**src/rtl/vga_pkg.sv**
```systemverilog
// Shared VGA timing helpers: 640x480 defaults, derived totals and sync bounds.
package vga_pkg;

   localparam int DEF_H_ACTIVE   = 640;
   localparam int DEF_H_FP       = 16;
   localparam int DEF_H_SYNC     = 96;
   localparam int DEF_H_BP       = 48;
   localparam int DEF_V_ACTIVE   = 480;
   localparam int DEF_V_FP       = 10;
   localparam int DEF_V_SYNC     = 2;
   localparam int DEF_V_BP       = 33;
   localparam int DEF_COLOR_BITS = 4;

   typedef struct packed {
      logic [DEF_COLOR_BITS-1:0] r;
      logic [DEF_COLOR_BITS-1:0] g;
      logic [DEF_COLOR_BITS-1:0] b;
   } rgb_def_t;

   function automatic int line_total(input int act, input int fp,
                                     input int sync, input int bp);
      return act + fp + sync + bp;
   endfunction

   function automatic int sync_start(input int act, input int fp);
      return act + fp;
   endfunction

   function automatic int sync_end(input int act, input int fp,
                                   input int sync);
      return act + fp + sync;
   endfunction

endpackage

```
**src/rtl/vga_delay_line.sv**
```systemverilog
// Register chain of configurable width and depth with a synchronous reset value.
module vga_delay_line #(
   parameter int W = 1,
   parameter int D = 1
) (
   input  logic         clk_i,
   input  logic         rst_i,
   input  logic [W-1:0] rst_val_i,
   input  logic [W-1:0] d_i,
   output logic [W-1:0] q_o
);

   generate
      if (D == 0) begin : g_wire
         logic unused;
         assign unused = ^{clk_i, rst_i, rst_val_i};
         assign q_o    = d_i;
      end else begin : g_regs
         logic [W-1:0] stage_q [D];

         always_ff @(posedge clk_i) begin
            if (rst_i) begin
               for (int i = 0; i < D; i++) stage_q[i] <= rst_val_i;
            end else begin
               stage_q[0] <= d_i;
               for (int i = 1; i < D; i++) stage_q[i] <= stage_q[i-1];
            end
         end

         assign q_o = stage_q[D-1];
      end
   endgenerate

endmodule

```
**src/rtl/vga_timing_pipe.sv**
```systemverilog
// Raster timing with drawer-latency-aligned sync and blanked colour.
// Define VGA_TEST_PATTERN_EN to add the test_mode colour-bar input.
module vga_timing_pipe
   import vga_pkg::*;
#(
   parameter int H_ACTIVE     = DEF_H_ACTIVE,
   parameter int H_FP         = DEF_H_FP,
   parameter int H_SYNC       = DEF_H_SYNC,
   parameter int H_BP         = DEF_H_BP,
   parameter int V_ACTIVE     = DEF_V_ACTIVE,
   parameter int V_FP         = DEF_V_FP,
   parameter int V_SYNC       = DEF_V_SYNC,
   parameter int V_BP         = DEF_V_BP,
   parameter int H_POL        = 0,
   parameter int V_POL        = 0,
   parameter int COLOR_BITS   = DEF_COLOR_BITS,
   parameter int DRAW_LATENCY = 1,
   localparam int H_TOTAL = line_total(H_ACTIVE, H_FP, H_SYNC, H_BP),
   localparam int V_TOTAL = line_total(V_ACTIVE, V_FP, V_SYNC, V_BP),
   localparam int CW      = $clog2(H_TOTAL),
   localparam int RW      = $clog2(V_TOTAL)
) (
   input  logic                  vga_clock,
   input  logic                  reset,
   output logic [CW-1:0]         column,
   output logic [RW-1:0]         row,
   output logic                  draw_active,
   input  logic [COLOR_BITS-1:0] pix_red,
   input  logic [COLOR_BITS-1:0] pix_green,
   input  logic [COLOR_BITS-1:0] pix_blue,
`ifdef VGA_TEST_PATTERN_EN
   input  logic                  test_mode,
`endif
   output logic                  hsync,
   output logic                  vsync,
   output logic [COLOR_BITS-1:0] vga_red,
   output logic [COLOR_BITS-1:0] vga_green,
   output logic [COLOR_BITS-1:0] vga_blue,
   output logic                  frame_start,
   output logic                  vblank_start
);

   generate
      if (H_ACTIVE <= 0 || H_FP <= 0 || H_SYNC <= 0 || H_BP <= 0 ||
          V_ACTIVE <= 0 || V_FP <= 0 || V_SYNC <= 0 || V_BP <= 0 ||
          DRAW_LATENCY < 0 || DRAW_LATENCY > 15) begin : g_bad_cfg
         $fatal(1, "vga_timing_pipe: illegal timing or latency parameter");
      end
   endgenerate

   typedef struct packed {
      logic [COLOR_BITS-1:0] r;
      logic [COLOR_BITS-1:0] g;
      logic [COLOR_BITS-1:0] b;
   } pix_t;

   localparam logic [CW-1:0] H_LAST   = CW'(H_TOTAL - 1);
   localparam logic [CW-1:0] H_ACT    = CW'(H_ACTIVE);
   localparam logic [CW-1:0] HS_START = CW'(sync_start(H_ACTIVE, H_FP));
   localparam logic [CW-1:0] HS_END   = CW'(sync_end(H_ACTIVE, H_FP, H_SYNC));
   localparam logic [RW-1:0] V_LAST   = RW'(V_TOTAL - 1);
   localparam logic [RW-1:0] V_ACT    = RW'(V_ACTIVE);
   localparam logic [RW-1:0] VS_START = RW'(sync_start(V_ACTIVE, V_FP));
   localparam logic [RW-1:0] VS_END   = RW'(sync_end(V_ACTIVE, V_FP, V_SYNC));
   localparam logic          HP       = (H_POL != 0);
   localparam logic          VP       = (V_POL != 0);

   logic [CW-1:0] col_q, col_d;
   logic [RW-1:0] row_q, row_d;
   logic          hs_raw, vs_raw, de_raw;
   logic          hs_dly, vs_dly, de_dly;
   logic          hsync_q, vsync_q, fs_q, vb_q;
   pix_t          rgb_q, rgb_d;

   always_comb begin
      col_d = col_q + CW'(1);
      row_d = row_q;
      if (col_q == H_LAST) begin
         col_d = '0;
         row_d = (row_q == V_LAST) ? '0 : row_q + RW'(1);
      end
   end

   assign hs_raw = (col_q >= HS_START) && (col_q < HS_END);
   assign vs_raw = (row_q >= VS_START) && (row_q < VS_END);
   assign de_raw = (col_q < H_ACT) && (row_q < V_ACT);

   // Zero reset value = sync inactive, enable off: flushes stale contents.
   vga_delay_line #(.W(3), .D(DRAW_LATENCY)) u_sync_dly (
      .clk_i     (vga_clock),
      .rst_i     (reset),
      .rst_val_i (3'b000),
      .d_i       ({hs_raw, vs_raw, de_raw}),
      .q_o       ({hs_dly, vs_dly, de_dly})
   );

`ifdef VGA_TEST_PATTERN_EN
   localparam int BAR_W = (H_ACTIVE >= 8) ? H_ACTIVE / 8 : 1;

   logic [CW-1:0] dcol;
   logic [2:0]    bar;

   vga_delay_line #(.W(CW), .D(DRAW_LATENCY)) u_col_dly (
      .clk_i     (vga_clock),
      .rst_i     (reset),
      .rst_val_i ('0),
      .d_i       (col_q),
      .q_o       (dcol)
   );

   assign bar = 3'(dcol / CW'(BAR_W));
`endif

   always_comb begin
      rgb_d = '0;
      if (de_dly) begin
         rgb_d = {pix_red, pix_green, pix_blue};
`ifdef VGA_TEST_PATTERN_EN
         // Bars run W,Y,C,G,M,R,B,K: each channel is one bit of the bar index.
         if (test_mode) begin
            rgb_d.r = {COLOR_BITS{~bar[1]}};
            rgb_d.g = {COLOR_BITS{~bar[2]}};
            rgb_d.b = {COLOR_BITS{~bar[0]}};
         end
`endif
      end
   end

   always_ff @(posedge vga_clock) begin
      if (reset) begin
         col_q   <= '0;
         row_q   <= '0;
         hsync_q <= ~HP;
         vsync_q <= ~VP;
         rgb_q   <= '0;
         fs_q    <= 1'b0;
         vb_q    <= 1'b0;
      end else begin
         col_q   <= col_d;
         row_q   <= row_d;
         hsync_q <= ~(hs_dly ^ HP);
         vsync_q <= ~(vs_dly ^ VP);
         rgb_q   <= rgb_d;
         fs_q    <= (col_q == '0) && (row_q == '0);
         vb_q    <= (col_q == '0) && (row_q == V_ACT);
      end
   end

   assign column       = col_q;
   assign row          = row_q;
   assign draw_active  = de_raw;
   assign hsync        = hsync_q;
   assign vsync        = vsync_q;
   assign vga_red      = rgb_q.r;
   assign vga_green    = rgb_q.g;
   assign vga_blue     = rgb_q.b;
   assign frame_start  = fs_q;
   assign vblank_start = vb_q;

endmodule

```
**config.mk**
```make
export PLATFORM = sky130hd
export DESIGN_NAME = vga_timing_pipe
export DESIGN_NICKNAME = d
export VERILOG_FILES = /design/src/rtl/vga_pkg.sv /design/src/rtl/vga_delay_line.sv /design/src/rtl/vga_timing_pipe.sv
export SDC_FILE = /design/constraint.sdc
export NUM_CORES = 1
export LEC_CHECK = 0
export CAP_MARGIN = 10
export CORE_ASPECT_RATIO = 1.1
export CORE_MARGIN = 2
export CORE_UTILIZATION = 35
export DETAILED_ROUTE_END_ITERATION = 12
export MAX_ROUTING_LAYER = met4
export PLACE_DENSITY = 0.73
export REMOVE_ABC_BUFFERS = 1
export SLEW_MARGIN = 20
export SYNTH_ARGS = -nofsm -noshare
export SYNTH_HDL_FRONTEND = slang
export SYNTH_SLANG_ARGS = --single-unit
```
**constraint.sdc**
```tcl
create_clock -name vga_clock -period 1.71 [get_ports vga_clock]
set_input_delay 0.342 -clock vga_clock [delete_from_list [all_inputs] [get_ports vga_clock]]
set_output_delay 0.342 -clock vga_clock [all_outputs]
set_load 0.05 [all_outputs]
```
# Yosys cells after proc, flatten, opt, wreduce, memory -nomap -nowiden
# Memories as Yosys holds them, arrays and structs flattened.
# Cells that the tools add are included.
# totals
regBits	36
ram_bits	3
inputBits	14
out_inout_bits	37
wordCells	40
n_memories	1
# classes
add_sub_neg	2
n_lt_le_gt_ge	6
eq_ne	3
n_mux	6
bitwise_logic	3
reduce_logical	10
# mem_list
name	depth	word_bits	read_ports	rd_ports_with_merged_regs	write_ports	line	source
u_sync_dly.g_regs.stage_q	1	3	1	0	1	vga_delay_line.sv:19	logic [W-1:0] stage_q [D];
# op_table
cell	count
$add A10 B1 Y10 const B	2
$eq A10 B10 Y1 const B	2
$logic_not A10 Y1	2
$lt A10 B10 Y1 const B	2
$lt A10 B9 Y1 const B	2
$eq A10 B9 Y1 const B	1
$ge A10 B10 Y1 const B	1
$ge A10 B9 Y1 const B	1
$mux W10	1
$logic_and A1 B1 Y1	5
$mux W1	4
$reduce_or A2 Y1	2
$mux W3	1
$not A1 Y1	3
$reduce_or A3 Y1	1

# Logic depth before layout (Yosys ltp)
# logic_depth
depth_word	3
depth_mapped	7
ltp_nobuf	6

# By module
# Synthesis repeated with hierarchy kept, for this count alone.
# hier_totals
cells_unflattened	168
area_unflattened_um2	1601.5
# modules_own_cells
module	instances	cells_per_inst	area_each_um2	seq_area_each_um2
vga_timing_pipe	1	162	1507.7	720.7
vga_delay_line	1	6	93.8	60.1

# Worst setup path before layout
# OpenSTA, ideal clock, no wires.
# synth_timing
path_type	reg2reg
from	reg col_q[0] (netlist: column[0])
to	reg row_q[6] (netlist: row[6])
setup_time_ps	70
t_arrival_ps	1946
required_ps	1640
path_slack_ps	-306
path_stages_with_launch	7
path_buffers	1
period_less_slack_ps	2016
path_cell_list	dfxtp_1 ha_1 and4_1 clkbuf_4 nand4_4 or4_1 a21oi_1
# synth_between
elab_chain_cells	1
# synth_rtl
item	line	source
start: declaration	vga_timing_pipe.sv:68	logic [CW-1:0] col_q, col_d;
start signal: assignment	vga_timing_pipe.sv:139	col_q <= col_d;
$eq A10 B10 Y1	vga_timing_pipe.sv:78	if (col_q == H_LAST) begin
end signal: assignment	vga_timing_pipe.sv:140	row_q <= row_d;
end: declaration	vga_timing_pipe.sv:69	logic [RW-1:0] row_q, row_d;
# Every way passes these cells.
# A chain may end at the register's enable or synchronous reset.

# Worst setup path in the final report
# layout_timing
from	reg row_q[5] (netlist: row[5])
to	reg row_q[3] (netlist: row[3])
# layout_between
elab_chain_cells	2
# layout_rtl
item	line	source
$eq A10 B10 Y1	vga_timing_pipe.sv:80	row_d = (row_q == V_LAST) ? '0 : row_q + RW'(1);
$mux W10	vga_timing_pipe.sv:80	
# Every way passes these cells.

==> flow_metrics.py <==
metrics = {
    "placed_design": {
        "pre_cts_ws_ps": -112,
        "dp_cells": 283,
        "gp_congestion": 0.882,
        "place_area_um2": 2380,
        "hpwl_mm": 2.86,
        "port-buffer-count": 50,
    },
    "timing": {
        "tns_ps": 0,
        "fin_crit_sh_pct": 99.6,
        "maxSlewViolCount": 0,
        "worstMarginPinSlew_ps": 565,
        "period_needed_ps": 1700,
        "rsz0062_at_grt": "yes",
        "fin_ws_ps": 6.91,
        "hold_violations": 0,
        "setup_viol": 0,
        "hold-worst-slack_ps": 374,
        "fmax_mhz": 587,
        "max-slew-margin-rel_pct": 62.3,
        "clock-skew-final_ps": 5.53,
    },
    "clocking": {
        "cts_root_buffer": "clkbuf_8",
        "cts_tree": "built",
        "h-tree-depth": 2,
        "clkLatencyLatePin_ps": 290,
        "clkSlewWorstSetupHoldPaths_ps": 70,
        "postCtsHoldBufs": 0,
        "cts_sinks": 39,
        "clk_path_buf_depth": 2,
        "numCtsBuffers": 5,
    },
    "synthesis": {
        "synth_warnings": 0,
        "avgSynthCellArea_um2": 9.78,
        "synthDominantCellAreaShare_pct": 49.3,
        "mappedNetlistArea_um2": 1580,
        "synth-seq-cells": 39,
        "synth_top_area_cell": "dfxtp_1",
        "ys_seq_area_share_pct": 49.3,
        "synthTopCellsByArea": "dfxtp_1 (49%), and2_1 (5.1%), ha_1 (3.9%)",
        "netlist_instances": 162,
        "synth_cell_type_count": 35,
    },
    "pwr": {
        "p_clk_share_pct": 36.3,
        "p_switching_mw": 0.449,
        "powerDensity_nw_per_um2": 737,
        "combPwrFrac_pct": 13.1,
        "sw_frac_of_total_pct": 24.2,
        "total_power_mw": 1.86,
        "ir_worst_vdd_uv": 386,
        "internal-power_mw": 1.41,
        "p_leak_nw": 1.02,
        "pwr-share-seq_pct": 50.6,
    },
    "detailed_routing": {
        "drcViolationCount": 0,
        "drt_iter0_drc": 43,
        "wl_mm": 3.94,
        "detail_route.vias_per_cell": 4.91,
        "drt-pass1-iter-count": 4,
        "vias": 1440,
        "ant_nets": 0,
        "routedWlPerCell_um": 13.4,
    },
    "final_layout": {
        "fillers": 371,
        "instances_no_fill": 293,
        "drive_gt1_share_pct": 32.6,
        "nNetsFinal": 257,
        "final_area_um2": 2520,
        "area_delta_synth_final_pct": 59.1,
        "antenna_cells": 0,
        "utilization_pct": 58.4,
    },
    "critical_path": {
        "path_max_fanout": 5,
        "crit_start": "row[5]$_SDFFE_PP0N_",
        "crit_type": "flop to flop",
        "arrival_ps": 1890,
        "end_kind": "flop",
        "required_ps": 1890,
        "start_kind": "flop",
        "r2r-start": "row[5]$_SDFFE_PP0N_",
    },
    "global_routing": {
        "grt_usage_pct": 17.2,
        "grt_pass1_vias": 1372,
        "grtUsageMet3_pct": 5.45,
        "use_met2_pct": 27.4,
        "busiest_layer": "met2",
        "grt_max_degree": 13,
        "antenna_found_initial": 0,
        "grt_pass1_wl_mm": 6.24,
        "gr-usage-met1_pct": 19.8,
        "overflow": 0,
    },
    "run_status": {
        "outcome": "complete, no violations",
    },
    "floorplan": {
        "core_um2": 4320,
        "ios": 51,
        "die-height_um": 74.6,
        "dieArea_um2": 5080,
        "rows": 25,
        "die_width_um": 68.1,
        "start_util_pct": 36.7,
    },
    "flow_run": {
        "drv_cap": 0,
    },
    "hold_path": {
        "hold_path_class": "flop to flop",
        "min_from": "u_sync_dly.g_regs.stage_q[0][1]$_SDFF_PP0_",
    },
}
sequential cells by signal (all words and copies together) (netlist names):
name	count
column	10
row	10
vga_blue	4
vga_green	4
vga_red	4
u_sync_dly.g_regs.stage_q	3
frame_start	1
hsync	1
vblank_start	1
vsync	1
area by class of cell:
| cell class | instances | area, um^2 | share of cell area (%) |
|---|---|---|---|
| tap | 54 | 67.6 | 2.68 |
| timing repair buffer | 74 | 776 | 30.8 |
| inverter | 6 | 22.5 | 0.894 |
| sequential | 39 | 781 | 31.0 |
| clock buffer | 8 | 100 | 3.97 |
| multi-input combinational | 112 | 773 | 30.7 |
cells in the mapped netlist:
library cell	count
dfxtp_1	39
and2_1	13
nor2_1	13
a21oi_1	8
nand4_1	8
nand3_1	7
nor3_1	7
xnor2_1	7
inv_1	6
ha_1	5
nand2_1	5
xor2_1	4
nand2b_1	3
nor4_1	3
o21ai_0	3
or3_1	3
and3_1	2
buf_6	2
clkbuf_1	2
nor2b_1	2
nor4bb_1	2
o211ai_1	2
o31ai_1	2
or4_1	2
or4_4	2
a31oi_1	1
and3b_1	1
and4_1	1
buf_2	1
clkbuf_4	1
nand4_4	1
nand4b_1	1
nor3b_1	1
o21bai_4	1
or2_2	1
cells by family (layout without fill, tap and decap cells):
kind of cell	count (synthesis)	in the layout	synth area share, %
XOR/XNOR	11	11	6.08
buffers and inverters	12	88	4.11
flip-flops	39	39	49.3
adder cells (fa/ha/maj)	5	5	3.95
AO/OA/AOI/OAI	17	18	6.95
AND/OR/NAND/NOR	78	78	29.6
layout by cell type (no fill, tap or decap), drive strengths merged, types with 2 or more instances in the layout:
cell type / n
a21oi: 8
and2: 13
and3: 2
buf: 61
clkbuf: 8
clkdlybuf4s50: 13
dfxtp: 39
ha: 5
inv: 6
nand2: 5
nand2b: 3
nand3: 7
nand4: 9
nor2: 13
nor2b: 2
nor3: 7
nor4: 3
nor4bb: 2
o211ai: 2
o21ai: 3
o21bai: 2
o31ai: 2
or3: 3
or4: 4
xnor2: 7
xor2: 4
worst paths after layout:
| kind | depth (start not counted) | to | slack [ps] |
|---|---|---|---|
| max | 4 | row[3]$_SDFFE_PP0N_ | 7 |
| min | 1 | vsync$_SDFF_PP1_ | 370 |
| max reg2reg | 4 | row[3]$_SDFFE_PP0N_ | 7 |
| min reg2reg | 1 | vsync$_SDFF_PP1_ | 370 |
power by group through the flow:
stage / clock (mW) / combinational [mW] / sequential [mW]
floorplan: 0 / 0.0382 / 1.05
global placement: 0 / 0.239 / 0.959
detailed placement: 0 / 0.241 / 0.961
CTS: 0.693 / 0.246 / 0.940
global route: 0.731 / 0.260 / 0.942
finish: 0.674 / 0.243 / 0.940
worst max-delay path: stages (launching register included):
cell and delay (ps):
dfxtp_1 310, or4_4 530, or4_4 480, o21bai_4 200, nor2_1 70
what timing repair did:
item	in CTS	in global routing
pin swaps	4	2
setup buffers	1	0
gates cloned	1	0
setup endpoints to repair	10	10
resized for setup	4	2
layer usage:
| metal | vias up | wire length, um |
|---|---|---|
| li1 | 717 | - |
| met1 | 664 | 1670 |
| met2 | 53 | 1910 |
| met3 | 6 | 299 |
| met4 | 0 | 62 |
| met5 | - | 0 |
No activity file was read; power rests on OpenSTA's default activity.
